--- config.mk ---
export PLATFORM = sky130hd
export DESIGN_NAME = div_iter
export DESIGN_NICKNAME = d
export VERILOG_FILES = /design/src/rtl/div_iter.sv
export SDC_FILE = /design/constraint.sdc
export NUM_CORES = 1
export LEC_CHECK = 0
export BUFFER_PORTS_ARGS = -buffer_cell sky130_fd_sc_hd__clkbuf_2
export CAP_MARGIN = 5
export CORE_ASPECT_RATIO = 0.75
export CORE_MARGIN = 3
export CORE_UTILIZATION = 50
export DETAILED_ROUTE_END_ITERATION = 16
export MAX_ROUTING_LAYER = met4
export PLACE_DENSITY_LB_ADDON = 0.1
export SETUP_SLACK_MARGIN = 0.5
export SYNTH_ARGS = -nofsm -noshare
export SYNTH_HDL_FRONTEND = slang
export SYNTH_SLANG_ARGS = --single-unit
--- constraint.sdc ---
create_clock -name clk -period 2.84 [get_ports clk]
set_input_delay 0 -clock clk [delete_from_list [all_inputs] [get_ports clk]]
set_output_delay 0 -clock clk [all_outputs]
set_load 0.01 [all_outputs]
--- src/rtl/div_iter.sv ---
// div_iter: iterative 32-bit restoring divider, signed (DIV) or unsigned (DIVU).
// One quotient bit per cycle; a single divide takes 35 cycles from start to done.
//
// Ports:
//   clk        - clock, rising edge
//   resetn     - asynchronous active-low reset
//   start      - request a divide (sampled only while idle)
//   is_signed  - 1 = signed operands, 0 = unsigned (captured with start)
//   cancel     - abort the in-flight divide, return to idle
//   a, b       - dividend, divisor (captured with start)
//   busy       - divide in progress (CALC/FIX)
//   done       - one-cycle pulse, quotient/remainder just updated
//   quotient   - last completed quotient (LO)
//   remainder  - last completed remainder (HI)
module div_iter (
    input  logic        clk,
    input  logic        resetn,
    input  logic        start,
    input  logic        is_signed,
    input  logic        cancel,
    input  logic [31:0] a,
    input  logic [31:0] b,
    output logic        busy,
    output logic        done,
    output logic [31:0] quotient,
    output logic [31:0] remainder
);

    localparam int unsigned W  = 32;
    localparam int unsigned CW = 6;

    typedef enum logic [1:0] {
        S_IDLE,
        S_CALC,
        S_FIX,
        S_DONE
    } state_t;

    state_t         state;
    state_t         state_nx;

    logic           load_c;
    logic           step_c;
    logic           commit_c;

    logic [CW-1:0]  cnt;
    logic [W:0]     pr;       // partial remainder
    logic [W-1:0]   dq;       // dividend shifts out the top, quotient shifts in the bottom
    logic [W-1:0]   bm;       // divisor magnitude
    logic           q_neg;
    logic           r_neg;
    logic           b_zero;

    logic [W-1:0]   a_mag;
    logic [W-1:0]   b_mag;
    logic [W:0]     shifted;
    logic [W:0]     diff;
    logic [W-1:0]   q_fix;
    logic [W-1:0]   r_fix;

    // State register
    always_ff @(posedge clk or negedge resetn) begin
        if (!resetn) begin
            state <= S_IDLE;
        end else begin
            state <= state_nx;
        end
    end

    // Next-state and datapath strobes
    always_comb begin
        state_nx = state;
        load_c   = 1'b0;
        step_c   = 1'b0;
        commit_c = 1'b0;
        case (state)
            S_IDLE: begin
                if (start && !cancel) begin
                    load_c   = 1'b1;
                    state_nx = S_CALC;
                end
            end
            S_CALC: begin
                if (cancel) begin
                    state_nx = S_IDLE;
                end else begin
                    step_c = 1'b1;
                    if (cnt == CW'(W - 1)) begin
                        state_nx = S_FIX;
                    end
                end
            end
            S_FIX: begin
                if (cancel) begin
                    state_nx = S_IDLE;
                end else begin
                    commit_c = 1'b1;
                    state_nx = S_DONE;
                end
            end
            S_DONE: begin
                state_nx = S_IDLE;
            end
            default: begin
                state_nx = S_IDLE;
            end
        endcase
    end

    // Operand magnitudes; 0x80000000 stays 0x80000000, read as unsigned
    assign a_mag = (is_signed && a[W-1]) ? (~a + W'(1)) : a;
    assign b_mag = (is_signed && b[W-1]) ? (~b + W'(1)) : b;

    // One restoring step: shift in next dividend bit, trial-subtract the divisor
    assign shifted = (pr << 1) | (W + 1)'(dq[W-1]);
    assign diff    = shifted + {1'b1, ~bm} + (W + 1)'(1);

    // Sign fix-up; a zero divisor yields all-ones and the original dividend
    // (negating the remainder magnitude of a negative dividend restores it)
    assign q_fix = b_zero ? '1 : (q_neg ? (~dq + W'(1)) : dq);
    assign r_fix = r_neg ? (~pr[W-1:0] + W'(1)) : pr[W-1:0];

    // Iteration datapath
    always_ff @(posedge clk or negedge resetn) begin
        if (!resetn) begin
            cnt    <= '0;
            pr     <= '0;
            dq     <= '0;
            bm     <= '0;
            q_neg  <= 1'b0;
            r_neg  <= 1'b0;
            b_zero <= 1'b0;
        end else if (load_c) begin
            cnt    <= '0;
            pr     <= '0;
            dq     <= a_mag;
            bm     <= b_mag;
            q_neg  <= is_signed & (a[W-1] ^ b[W-1]);
            r_neg  <= is_signed & a[W-1];
            b_zero <= (b == '0);
        end else if (step_c) begin
            cnt <= cnt + CW'(1);
            pr  <= diff[W] ? shifted : diff;
            dq  <= {dq[W-2:0], ~diff[W]};
        end
    end

    // Result registers, written only on a completed divide
    always_ff @(posedge clk or negedge resetn) begin
        if (!resetn) begin
            quotient  <= '0;
            remainder <= '0;
        end else if (commit_c) begin
            quotient  <= q_fix;
            remainder <= r_fix;
        end
    end

    // Registered status, decoded from the next state
    always_ff @(posedge clk or negedge resetn) begin
        if (!resetn) begin
            busy <= 1'b0;
            done <= 1'b0;
        end else begin
            busy <= (state_nx == S_CALC) || (state_nx == S_FIX);
            done <= (state_nx == S_DONE);
        end
    end

endmodule

# ---- Yosys cells after proc, flatten, opt, wreduce, memory -nomap -nowiden
# Cells that the tools add are included.
dict set report op_classes {
  muxes 22
  n_reduce_logical 8
  n_addsub 7
  n_bitwise 10
  eq_ne 7
}
# operator n
set op_table {}
lappend op_table {{$mux 32} 10}
lappend op_table {{$not 32->32} 5}
lappend op_table {{$add 32x1->32 const B} 4}
lappend op_table {{$add 33x1->33 const B} 1}
lappend op_table {{$add 33x33->33} 1}
lappend op_table {{$or 33x1->33} 1}
lappend op_table {{$logic_not 32->1} 1}
lappend op_table {{$mux 6} 2}
lappend op_table {{$eq 2x2->1 const B} 4}
lappend op_table {{$mux 2} 4}
lappend op_table {{$pmux 2 s4} 1}
lappend op_table {{$add 6x1->6 const B} 1}
lappend op_table {{$eq 6x5->1 const B} 1}
lappend op_table {{$mux 1} 5}
lappend op_table {{$eq 2x1->1 const B} 2}
lappend op_table {{$logic_and 1x1->1} 3}
lappend op_table {{$and 1x1->1} 2}
lappend op_table {{$logic_not 2->1} 1}
lappend op_table {{$reduce_bool 2->1} 1}
lappend op_table {{$logic_not 1->1} 1}
lappend op_table {{$logic_or 1x1->1} 1}
lappend op_table {{$not 1->1} 1}
lappend op_table {{$xor 1x1->1} 1}
dict set report word_totals {
  ff_bits 173
  in_bits 69
  wordCells 66
  out_inout_bits 66
}

# ---- Depth between registers and ports, before layout
# Gate-level depths: netlist of the first run.
dict set report depth {
  word_depth 6
  ltp_mapped 13
  mapped_depth_nobuf 12
}

# ---- Worst setup path after synthesis of the first run
# Ideal clock, no wire load.
dict set report synth_timing {
  kind {flip-flop to flip-flop}
  from {register dq[31]}
  to {register pr[7]}
  setup_ns 0.132
  setup_slack_ns -0.211
  period_less_slack_ns 3.051
  stages_incl_launch_ff 14
  path_buffers 1
  required_time_ns 2.708
  t_arrival_ns 2.919
  path_cell_list {dfrtp_1 > inv_1 > ha_1 > fa_1 > nand2b_1 > a21o_1 > a2111oi_2 > nand2b_2 > a311o_2 > a31oi_4 > xnor2_4 > buf_12 > mux2i_1 > o21ai_1}
}
dict set report synth_via {
  elab_chain_len 6
}
# element line
set synth_rtl {}
lappend synth_rtl {{from (decl)} 48} ;# logic [W-1:0] dq;
lappend synth_rtl {{from (signal assigned)} 136} ;# dq <= a_mag;
lappend synth_rtl {{from (signal assigned)} 144} ;# dq <= {dq[W-2:0], ~diff[W]};
lappend synth_rtl {{$or 33x1->33} 115} ;# assign shifted = (pr << 1) | (W + 1)'(dq[W-1]);
lappend synth_rtl {{$add 33x33->33} 116} ;# assign diff = shifted + {1'b1, ~bm} + (W + 1)'(1);
lappend synth_rtl {{$add 33x1->33} 116}
lappend synth_rtl {{$mux 32} 143} ;# pr <= diff[W] ? shifted : diff;
lappend synth_rtl {{$mux 32} 141} ;# end else if (step_c) begin
lappend synth_rtl {{$mux 32} 133} ;# end else if (load_c) begin
lappend synth_rtl {{to (signal assigned)} 143}
lappend synth_rtl {{to (decl)} 47} ;# logic [W:0] pr;
# Every way passes these cells. The select of a mux whose other input is x is not followed.
# A chain may end at the register's enable or synchronous reset.

# ---- Worst setup path after layout of the first run
dict set report layout_timing {
  from {register bm[0]}
  to {register pr[14]}
}
dict set report layout_via {
  elab_chain_len 6
}
# element line
set layout_rtl {}
lappend layout_rtl {{from (decl)} 49} ;# logic [W-1:0] bm;
lappend layout_rtl {{from (signal assigned)} 137} ;# bm <= b_mag;
lappend layout_rtl {{$not 32->32} 116}
lappend layout_rtl {{$add 33x33->33} 116}
lappend layout_rtl {{$add 33x1->33} 116}
lappend layout_rtl {{$mux 32} 143}
lappend layout_rtl {{$mux 32} 141}
lappend layout_rtl {{$mux 32} 133}
# Every way passes these cells. The select of a mux whose other input is x is not followed.

==> results of run 1 <==
[layer usage]
layer | GRT usage (%) | part of all wire (%) | vias up
li1 | - | - | 5090
met1 | 44.0 | 54 | 4847
met2 | 34.3 | 39 | 287
met3 | 4.13 | 5.9 | 20
met4 | 4.66 | 0.63 | 0
met5 | - | 0 | -
[cells by family (layout without fill, tap and decap cells)]
family / Yosys count / in the layout
AND/OR/NAND/NOR: 375 / 375
multiplexers: 27 / 27
adder cells (fa/ha/maj): 39 / 39
AO/OA/AOI/OAI: 405 / 405
buffers and inverters: 115 / 400
flip-flops: 173 / 173
XOR/XNOR: 149 / 149
[power breakdown]
part	switching, mW	total (mW)	internal, mW
clock	1.12	2.58	1.45
combinational	4.18	7.87	3.69
sequential	0.520	3.40	2.88
total	5.82	13.9	8.03
[synthesized netlist by cell type (all sizes together), types with 10 or more instances]
cell type / instances / share of area, %
a21o: 20 / 1.4
a21oi: 92 / 4.2
a22oi: 30 / 2.0
clkbuf: 59 / 2.0
dfrtp: 173 / 39
ha: 38 / 4.3
inv: 51 / 1.7
mux2i: 27 / 2.4
nand2: 164 / 5.6
nand2b: 10 / 0.59
nand3: 12 / 0.54
nand4: 11 / 0.62
nor2: 95 / 3.2
nor3: 15 / 0.68
o21ai: 176 / 8.0
o31ai: 19 / 1.3
o41ai: 14 / 1.1
or3: 18 / 1.0
or4: 11 / 0.75
xnor2: 64 / 5.2
xor2: 85 / 6.7
[worst max-delay path by stage]
stage | from | to | slack [ns]
floorplan | dq[31] | pr[7] | -0.13
global placement | dq[31] | pr[4] | -0.05
detailed placement | bm[0] | pr[5] | -0.12
CTS | bm[0] | pr[24] | -0.12
global route | dq[31] | pr[7] | -0.29
finish | bm[0] | pr[14] | -0.17
[area by class of cell]
| cell class | count | area (sq um) | share of cell area (%) |
|---|---|---|---|
| multi-input cells | 995 | 6590 | 45.5 |
| flip-flops and latches | 173 | 4330 | 29.9 |
| repair buffers | 317 | 2360 | 16.3 |
| clock buffers | 19 | 443 | 3.06 |
| well taps | 288 | 360 | 2.49 |
| clock inverters | 13 | 199 | 1.37 |
| inverters | 51 | 191 | 1.32 |
[flip-flops by register name (all words and copies together), names as in the netlist]
register and flops:
pr 32, quotient 32, b_zero 1, q_neg 1
busy 1, dq 32, remainder 32, r_neg 1
bm 32, cnt 6, done 1, state 2
[through the flow]
step / TNS [ns] / util (%) / setup slack, ns / hold slack, ns / std cells
after floorplan: -2.62 / - / -0.125 / -0.296 / 1283
after global placement: -0.609 / 59.0 / -0.0463 / -0.0404 / 1730
after detailed placement: -2.04 / 59.0 / -0.117 / -0.0420 / 1730
after CTS: -1.67 / 66.5 / -0.119 / 0.0295 / 1847
after global routing: -6.21 / 67.6 / -0.285 / 0.0792 / 1856
final: -2.43 / 67.6 / -0.166 / 0.0457 / 1856
[repair_timing]
action | in CTS | in global routing
gates cloned | 2 | 0
pin swaps | 9 | 12
hold buffers | 69 | 0
setup buffers | 14 | 9
gates resized for setup | 38 | 49
hold endpoints to repair | 238 | 0
setup endpoints to repair | 48 | 64
==> flow_summary_export.csv, run 1 <==
group,metric,value,unit
layout,diodes,0,
detailed_routing,wirelength,31100,microns
detailed_routing,drt_iter0_markers,671,
logic_synthesis,syn_avg_cell_area,8.61,sq um
detailed_routing,drc,0,
power_and_ir_drop,max-vdd-ir-drop,0.000515,V
logic_synthesis,synth.distinct_cells,64,
logic_synthesis,ys_warn_count,0,
die,die_height,135,microns
cts,path_clk_slew,0.08,ns
cts,htree_levels,4,
critical_path,crit_buf_inv,3,
logic_synthesis,synth_edf_count,0,
run_status,status,"finished, violations left",
critical_path,cp_max_fo,5,
layout,layout.cells.most_common,"dfrtp_1",
critical_path,worstReg2RegStart,"bm[0]",
die,die_area,0.0239,sq mm
critical_path,r2r_setup_slack,-0.17,ns
critical_path,path_depth,14,
logic_synthesis,synth_compound_area_share,22.1,%
global_routing,grt_usage,26.8,%
cts,cts_max_path_buffers,2,
logic_synthesis,ys_ff_latch,173,
min_path,worstHoldPathType,"primary input to asynchronous set/reset pin",
logic_synthesis,synth_adder_area_share,4.49,%
detailed_routing,wl_per_cell,16.8,microns
placed_design,portBuffers,134,
logic_synthesis,yosys.area_share.simple,15.5,%
layout,nFillCells,1775,
layout,design_area,0.0145,sq mm
critical_path,endpoint_kind,"flop",
placed_design,place_area,0.0126,sq mm
logic_synthesis,ys_async_sr_fraction,100,%
logic_synthesis,synth_ff_type,"dfrtp_1",
critical_path,max_stage_delay,0.41,ns
die,die_width,178,microns
sta,tightest_slew,1.38,ns
logic_synthesis,mappedNetlistArea,0.0110,sq mm
detailed_routing,vias,10244,
sta,slew_headroom,8.10,%
cts,numCtsBuffers,17,
critical_path,cp_slowest_cell,"dfrtp_1",
placed_design,gp_congestion,0.932,
logic_synthesis,ys_seq_area_share,39.2,%
logic_synthesis,synth_top_family_by_area,"compound AO/OA/AOI/OAI gates",
power_and_ir_drop,powerDensity,957,mW/mm^2
logic_synthesis,syn_nets,1391,
critical_path,crit_required,3.13,ns
cts,cts_sinks,173,
cts,tritoncts,"built",
sta,period_needed,3.01,ns
run,maxCapViolCount,0,
cts,clockRootBuffer,"clkbuf_16",
critical_path,reg2regPathDepth,14,
detailed_routing,drtPass1Iterations,5,
critical_path,crit_arrival,3.30,ns
die,pin_count,135,
logic_synthesis,synthXorXnorAreaFrac,12.0,%
critical_path,cp_common_cell,"nand2b_4",
global_routing,grt_overflow_total,0,
global_routing,antenna_found_initial,0,
layout,layout-drive-gt1-share,22.2,%
sta,clock_skew,0.0193,ns
die,rows,46,
sta,setup-violations-final,30,
layout,layout_common_cells,"170 x dfrtp_1, 160 x nand2_1, 133 x clkbuf_2",
sta,rsz0062_at_grt,"yes",
global_routing,first_global_vias,9452,
sta,post-route-period-util,106,%
die,initial_core_util,51.6,%
layout,finalNetCount,1663,
logic_synthesis,synth_mux_area_share,2.45,%
logic_synthesis,synthCells,1283,
global_routing,grt_pass1_wl,49900,microns
power_and_ir_drop,total_power,13.9,mW
critical_path,crit_chain,"ha_4 -> fa_2 -> nand2b_4 -> a21o_1 -> a2111oi_2 -> nand2b_4 -> a311o_2 -> a31oi_4 -> xnor2_4 -> buf_6 -> buf_12 -> buf_16 -> mux2i_1 -> o21ai_1",
sta,max_freq,0.333,GHz
sta,final_hold_viol_count,0,
detailed_routing,drt.antenna.violating_nets,0,
critical_path,start_kind,"flop",
global_routing,grt_start_max_net_pins,100,
run_status,violations,"setup timing",
sta,maxSlewViolCount,0,
layout,area_growth_syn_to_layout,31.1,%
placed_design,hpwl,22300,microns
critical_path,reg2reg_to,"pr[14]",
power_and_ir_drop,p_leak,6.72,nW
sta,fin_ws,-0.166,ns
cts,worstSkewPairLatency,0.44,ns
critical_path,path_class,"flop to flop",
die,core_area,0.0214,sq mm
detailed_routing,routed_via_density,5.52,
critical_path,critPathTopFamily,"compound AO/OA/AOI/OAI gates",
No activity file was read; power rests on OpenSTA's default activity.
==> run 2: changes to the inputs <==
--- a/config.mk
+++ b/config.mk
@@ -9,7 +9,7 @@
 export CAP_MARGIN = 5
 export CORE_ASPECT_RATIO = 0.75
 export CORE_MARGIN = 3
-export CORE_UTILIZATION = 50
+export CORE_UTILIZATION = 54
 export DETAILED_ROUTE_END_ITERATION = 16
 export MAX_ROUTING_LAYER = met4
 export PLACE_DENSITY_LB_ADDON = 0.1
==> flow_summary_export.csv, run 2 (synthesized netlist as in run 1, its figures left out) <==
group,metric,value,unit
sta,clock_skew,0.0149,ns
global_routing,grt_usage,29.1,%
placed_design,gp_congestion,0.953,
power_and_ir_drop,max-vdd-ir-drop,0.000478,V
sta,post-route-period-util,104,%
critical_path,crit_arrival,3.26,ns
run_status,violations,"setup timing",
run,maxCapViolCount,0,
detailed_routing,wl_per_cell,17.6,microns
global_routing,antenna_found_initial,0,
detailed_routing,drt_iter0_markers,869,
power_and_ir_drop,p_leak,6.65,nW
die,die_area,0.0222,sq mm
die,core_area,0.0197,sq mm
cts,cts_sinks,173,
detailed_routing,drc,0,
critical_path,cp_max_fo,11,
cts,clockRootBuffer,"clkbuf_16",
detailed_routing,wirelength,31800,microns
critical_path,crit_chain,"inv_2 -> ha_4 -> fa_2 -> nand2b_4 -> a21o_1 -> a2111oi_2 -> nand2b_4 -> a311o_2 -> a31oi_4 -> xnor2_4 -> buf_6 -> mux2i_2 -> o21ai_1",
sta,final_hold_viol_count,0,
sta,tightest_slew,1.40,ns
min_path,worstHoldPathType,"primary input to flop",
critical_path,crit_buf_inv,2,
sta,max_freq,0.339,GHz
layout,area_growth_syn_to_layout,30.1,%
detailed_routing,wl_met2,13300,microns
sta,setup-violations-final,31,
cts,path_clk_slew,0.08,ns
detailed_routing,vias,10458,
critical_path,reg2regPathDepth,13,
die,initial_core_util,56.0,%
die,die_width,171,microns
sta,whs,0.0384,ns
cts,worstSkewPairLatency,0.44,ns
sta,period_needed,2.95,ns
critical_path,max_stage_delay,0.37,ns
layout,nFillCells,1522,
cts,numCtsBuffers,17,
layout,layout_common_cells,"169 x dfrtp_1, 159 x nand2_1, 133 x clkbuf_2",
placed_design,hpwl,22100,microns
global_routing,first_global_vias,9503,
critical_path,path_class,"flop to flop",
layout,layout-drive-gt1-share,22.2,%
detailed_routing,drt.antenna.violating_nets,0,
run_status,status,"finished, violations left",
power_and_ir_drop,powerDensity,960,mW/mm^2
critical_path,path_depth,13,
placed_design,portBuffers,134,
detailed_routing,drtPass1Iterations,6,
critical_path,cp_slowest_cell,"dfrtp_1",
detailed_routing,wl_met1,15600,microns
critical_path,critPathTopFamily,"compound AO/OA/AOI/OAI gates",
global_routing,grt_overflow_total,0,
sta,rsz0062_at_grt,"yes",
cts,htree_levels,4,
die,pin_count,135,
layout,diodes,0,
critical_path,start_kind,"flop",
cts,cts_max_path_buffers,2,
placed_design,place_area,0.0125,sq mm
sta,slew_headroom,6.84,%
die,die_height,130,microns
sta,maxSlewViolCount,0,
detailed_routing,top_layer,"met4",
cts,tritoncts,"built",
sta,fin_ws,-0.114,ns
layout,finalNetCount,1651,
layout,design_area,0.0144,sq mm
placed_design,post-place-ws,-0.126,ns
detailed_routing,routed_via_density,5.78,
global_routing,grt_start_max_net_pins,100,
min_path,hold_path_depth,4,
global_routing,grt_pass1_wl,50200,microns
critical_path,cp_common_cell,"nand2b_4",
die,rows,44,
layout,layout.cells.most_common,"dfrtp_1",
critical_path,crit_required,3.15,ns
detailed_routing,wl_met3,2680,microns
critical_path,endpoint_kind,"flop",
run 2: repair_timing:
action | CTS | global route
endpoints found under the setup margin | 47 | 64
buffers inserted | 12 | 8
gates cloned | 1 | 1
pin swaps | 12 | 19
gates resized for setup | 36 | 53
endpoints found under the hold margin | 138 | 0
hold buffers | 68 | 0
run 2: metal layers:
metal / vias up / GRT usage (%)
met4: 0 / 4.82
met2: 391 / 39.2
li1: 5065 / -
met5: - / -
met1: 4986 / 44.7
met3: 16 / 7.33
run 2: where the power goes:
group | switching, mW | leakage (nW) | internal, mW
clock | 1.13 | 0.316 | 1.44
combinational | 4.23 | 4.03 | 3.55
sequential | 0.548 | 2.30 | 2.88
run 2: final timing paths:
| kind | startpoint | to | slack, ns |
|---|---|---|---|
| worst min register to register | quotient[0] | quotient[0] | 0.48 |
| worst max-delay path | dq[31] | pr[17] | -0.11 |
| max in group asynchronous | resetn | remainder[25] | 1.85 |
| min in group asynchronous | resetn | remainder[9] | 0.18 |
| worst min-delay path | a[7] | dq[8] | 0.04 |
| worst max register to register | dq[31] | pr[17] | -0.11 |
run 2: layout make-up:
class / count / area, sq um / area share, %
Sequential cell: 173 / 4330 / 30.2
Clock inverter: 15 / 224 / 1.56
Multi-Input combinational cell: 995 / 6640 / 46.2
Tap cell: 253 / 317 / 2.20
Clock buffer: 17 / 425 / 2.96
Inverter: 51 / 191 / 1.33
Timing Repair Buffer: 305 / 2240 / 15.6
run 2: metrics by stage:
step                      setup TNS, ns  cells  utilization (%)  total power, mW
after detailed placement          -2.08   1687             63.4             9.94
final                             -2.08   1809             72.9             13.8
after global routing              -7.17   1809             72.9             14.6
after global placement           -0.116   1687             63.4             9.81
after floorplan                   -2.62   1283                -             7.85
after CTS                         -1.97   1800             71.3             13.2
run 2: worst register-to-register path, cell delays in order (launching register included):
cell	delay, ns
dfrtp_1	0.37
inv_2	0.06
ha_4	0.16
fa_2	0.34
nand2b_4	0.15
a21o_1	0.18
a2111oi_2	0.29
nand2b_4	0.19
a311o_2	0.21
a31oi_4	0.11
xnor2_4	0.25
buf_6	0.21
mux2i_2	0.24
o21ai_1	0.09
==> run 3: changes to the inputs <==
--- a/config.mk
+++ b/config.mk
@@ -12,7 +12,8 @@
 export CORE_UTILIZATION = 54
 export DETAILED_ROUTE_END_ITERATION = 16
 export MAX_ROUTING_LAYER = met4
-export PLACE_DENSITY_LB_ADDON = 0.1
+export PLACE_DENSITY = 0.74
+export REMOVE_ABC_BUFFERS = 1
 export SETUP_SLACK_MARGIN = 0.5
 export SYNTH_ARGS = -nofsm -noshare
 export SYNTH_HDL_FRONTEND = slang
==> constraint.sdc (replaced) <==
create_clock -name clk -period 2.84 [get_ports clk]
set_input_delay 0.852 -clock clk [delete_from_list [all_inputs] [get_ports clk]]
set_output_delay 0.852 -clock clk [all_outputs]
set_load 0.01 [all_outputs]
==> flow_summary_export.csv, run 3 (synthesized netlist as in run 1, its figures left out) <==
group,metric,value,unit
power_and_ir_drop,total_power,14.1,mW
placed_design,hpwl,23000,microns
sta,maxSlewViolCount,0,
die,pin_count,135,
detailed_routing,drc,0,
critical_path,crit_arrival,3.43,ns
die,die_width,171,microns
cts,cts_sinks,173,
layout,area_growth_syn_to_layout,32.1,%
global_routing,grt_overflow_total,0,
layout,layout_common_cells,"169 x dfrtp_1, 154 x nand2_1, 144 x buf_4",
critical_path,max_stage_delay,0.40,ns
critical_path,cp_max_fo,7,
die,core_area,0.0197,sq mm
cts,clockRootBuffer,"clkbuf_16",
sta,clock_skew,0.0127,ns
sta,max_freq,0.327,GHz
critical_path,r2r_setup_slack,-0.22,ns
critical_path,start_kind,"flop",
critical_path,path_class,"flop to flop",
run_status,status,"finished, violations left",
cts,numCtsBuffers,17,
die,die_area,0.0222,sq mm
sta,period_needed,3.06,ns
sta,slew_headroom,28.2,%
layout,nFillCells,1440,
placed_design,post-place-ws,-0.328,ns
detailed_routing,wirelength,33000,microns
sta,final_hold_viol_count,0,
critical_path,endpoint_kind,"flop",
power_and_ir_drop,p_leak,6.83,nW
sta,tightest_slew,1.07,ns
cts,htree_levels,4,
global_routing,antenna_found_initial,1,
placed_design,portBuffers,134,
cts,cts_max_path_buffers,2,
critical_path,worstReg2RegStart,"pr[6]",
power_and_ir_drop,powerDensity,967,mW/mm^2
global_routing,grt_start_max_net_pins,100,
global_routing,grt_pass1_wl,51400,microns
die,die_height,130,microns
cts,worstSkewPairLatency,0.44,ns
critical_path,reg2regPathDepth,12,
layout,layout-drive-gt1-share,28.5,%
critical_path,crit_chain,"ha_1 -> a21oi_1 -> and2_1 -> a2111oi_4 -> nand2b_4 -> a311o_2 -> a31oi_4 -> xnor2_4 -> buf_6 -> buf_12 -> mux2i_1 -> a22o_1",
layout,finalNetCount,1646,
detailed_routing,drt.antenna.violating_nets,0,
critical_path,crit_start,"pr[6]",
cts,tritoncts,"built",
critical_path,crit_required,3.21,ns
sta,post-route-period-util,108,%
detailed_routing,routed_via_density,5.88,
detailed_routing,vias,10605,
detailed_routing,drtPass1Iterations,5,
detailed_routing,wl_per_cell,18.3,microns
sta,fin_ws,-0.216,ns
detailed_routing,drt_iter0_markers,803,
critical_path,reg2reg_to,"pr[24]",
global_routing,grt_usage,30.0,%
cts,path_clk_slew,0.08,ns
global_routing,first_global_vias,9810,
cts,cts_hold_buf,0,
die,initial_core_util,56.0,%
layout,layout.cells.most_common,"dfrtp_1",
run,maxCapViolCount,0,
sta,rsz0062_at_grt,"yes",
die,rows,44,
placed_design,dp.cells,1740,
placed_design,gp_congestion,0.970,
sta,setup-violations-final,33,
power_and_ir_drop,max-vdd-ir-drop,0.000542,V
critical_path,cp_slowest_cell,"a311o_2",
min_path,worstHoldPathType,"primary input to asynchronous set/reset pin",
layout,fin_cells,1805,
run_status,violations,"setup timing",
[run 3: through the flow]
stage	utilization (%)	instance area, sq um	hold WS [ns]	setup TNS, ns
after floorplan	-	10800	0.450	-260.88
after global placement	65.4	12900	0.457	-6.93
after detailed placement	65.4	12900	0.460	-11.32
after CTS	71.3	14000	0.410	-7.37
after global routing	74.0	14600	0.425	-8.61
final	74.0	14600	0.395	-5.13
[run 3: worst max-delay path: cells and delay by family, from the launching register on]
family | cells | cell delay (ns)
compound gates | 5 | 1.16
buf+inv | 2 | 0.32
simple gates | 2 | 0.41
xor+xnor | 1 | 0.15
mux | 1 | 0.21
fa+ha+maj | 1 | 0.33
flops | 1 | 0.39
[run 3: how the worst max path moves through the flow]
stage               slack (ns)     end
floorplan                -3.68  dq[10]
global placement         -0.30  bm[30]
detailed placement       -0.33  bm[30]
CTS                      -0.25  pr[23]
global route             -0.33  pr[31]
finish                   -0.22  pr[24]
[run 3: cell type report]
class,count,area [sq um],area share [%]
inverters,51,191,1.31
diodes,1,2.50,0.0171
well taps,253,317,2.17
clock buffers,17,425,2.92
clock inverters,15,203,1.39
flip-flops and latches,173,4330,29.7
multi-input cells,995,6960,47.7
repair buffers,300,2160,14.8
[run 3: report_power, final]
part	switching, mW	internal [mW]
combinational	4.39	3.82
sequential	0.477	2.89
clock	1.12	1.42
total	5.98	8.13
[run 3: repair_timing]
item | 4_1_cts | 5_1_grt
setup buffers | 14 | 15
setup endpoints to repair | 72 | 82
gates cloned | 2 | 1
gates resized for setup | 100 | 91
pin swaps | 31 | 49
[run 3: metal layers]
layer | GRT usage (%) | wire [microns] | vias up
met3 | 5.91 | 2430 | 36
met4 | 5.82 | 463 | 0
met1 | 44.2 | 15500 | 5135
met2 | 43.4 | 14600 | 393
met5 | - | 0 | -
li1 | - | - | 5041
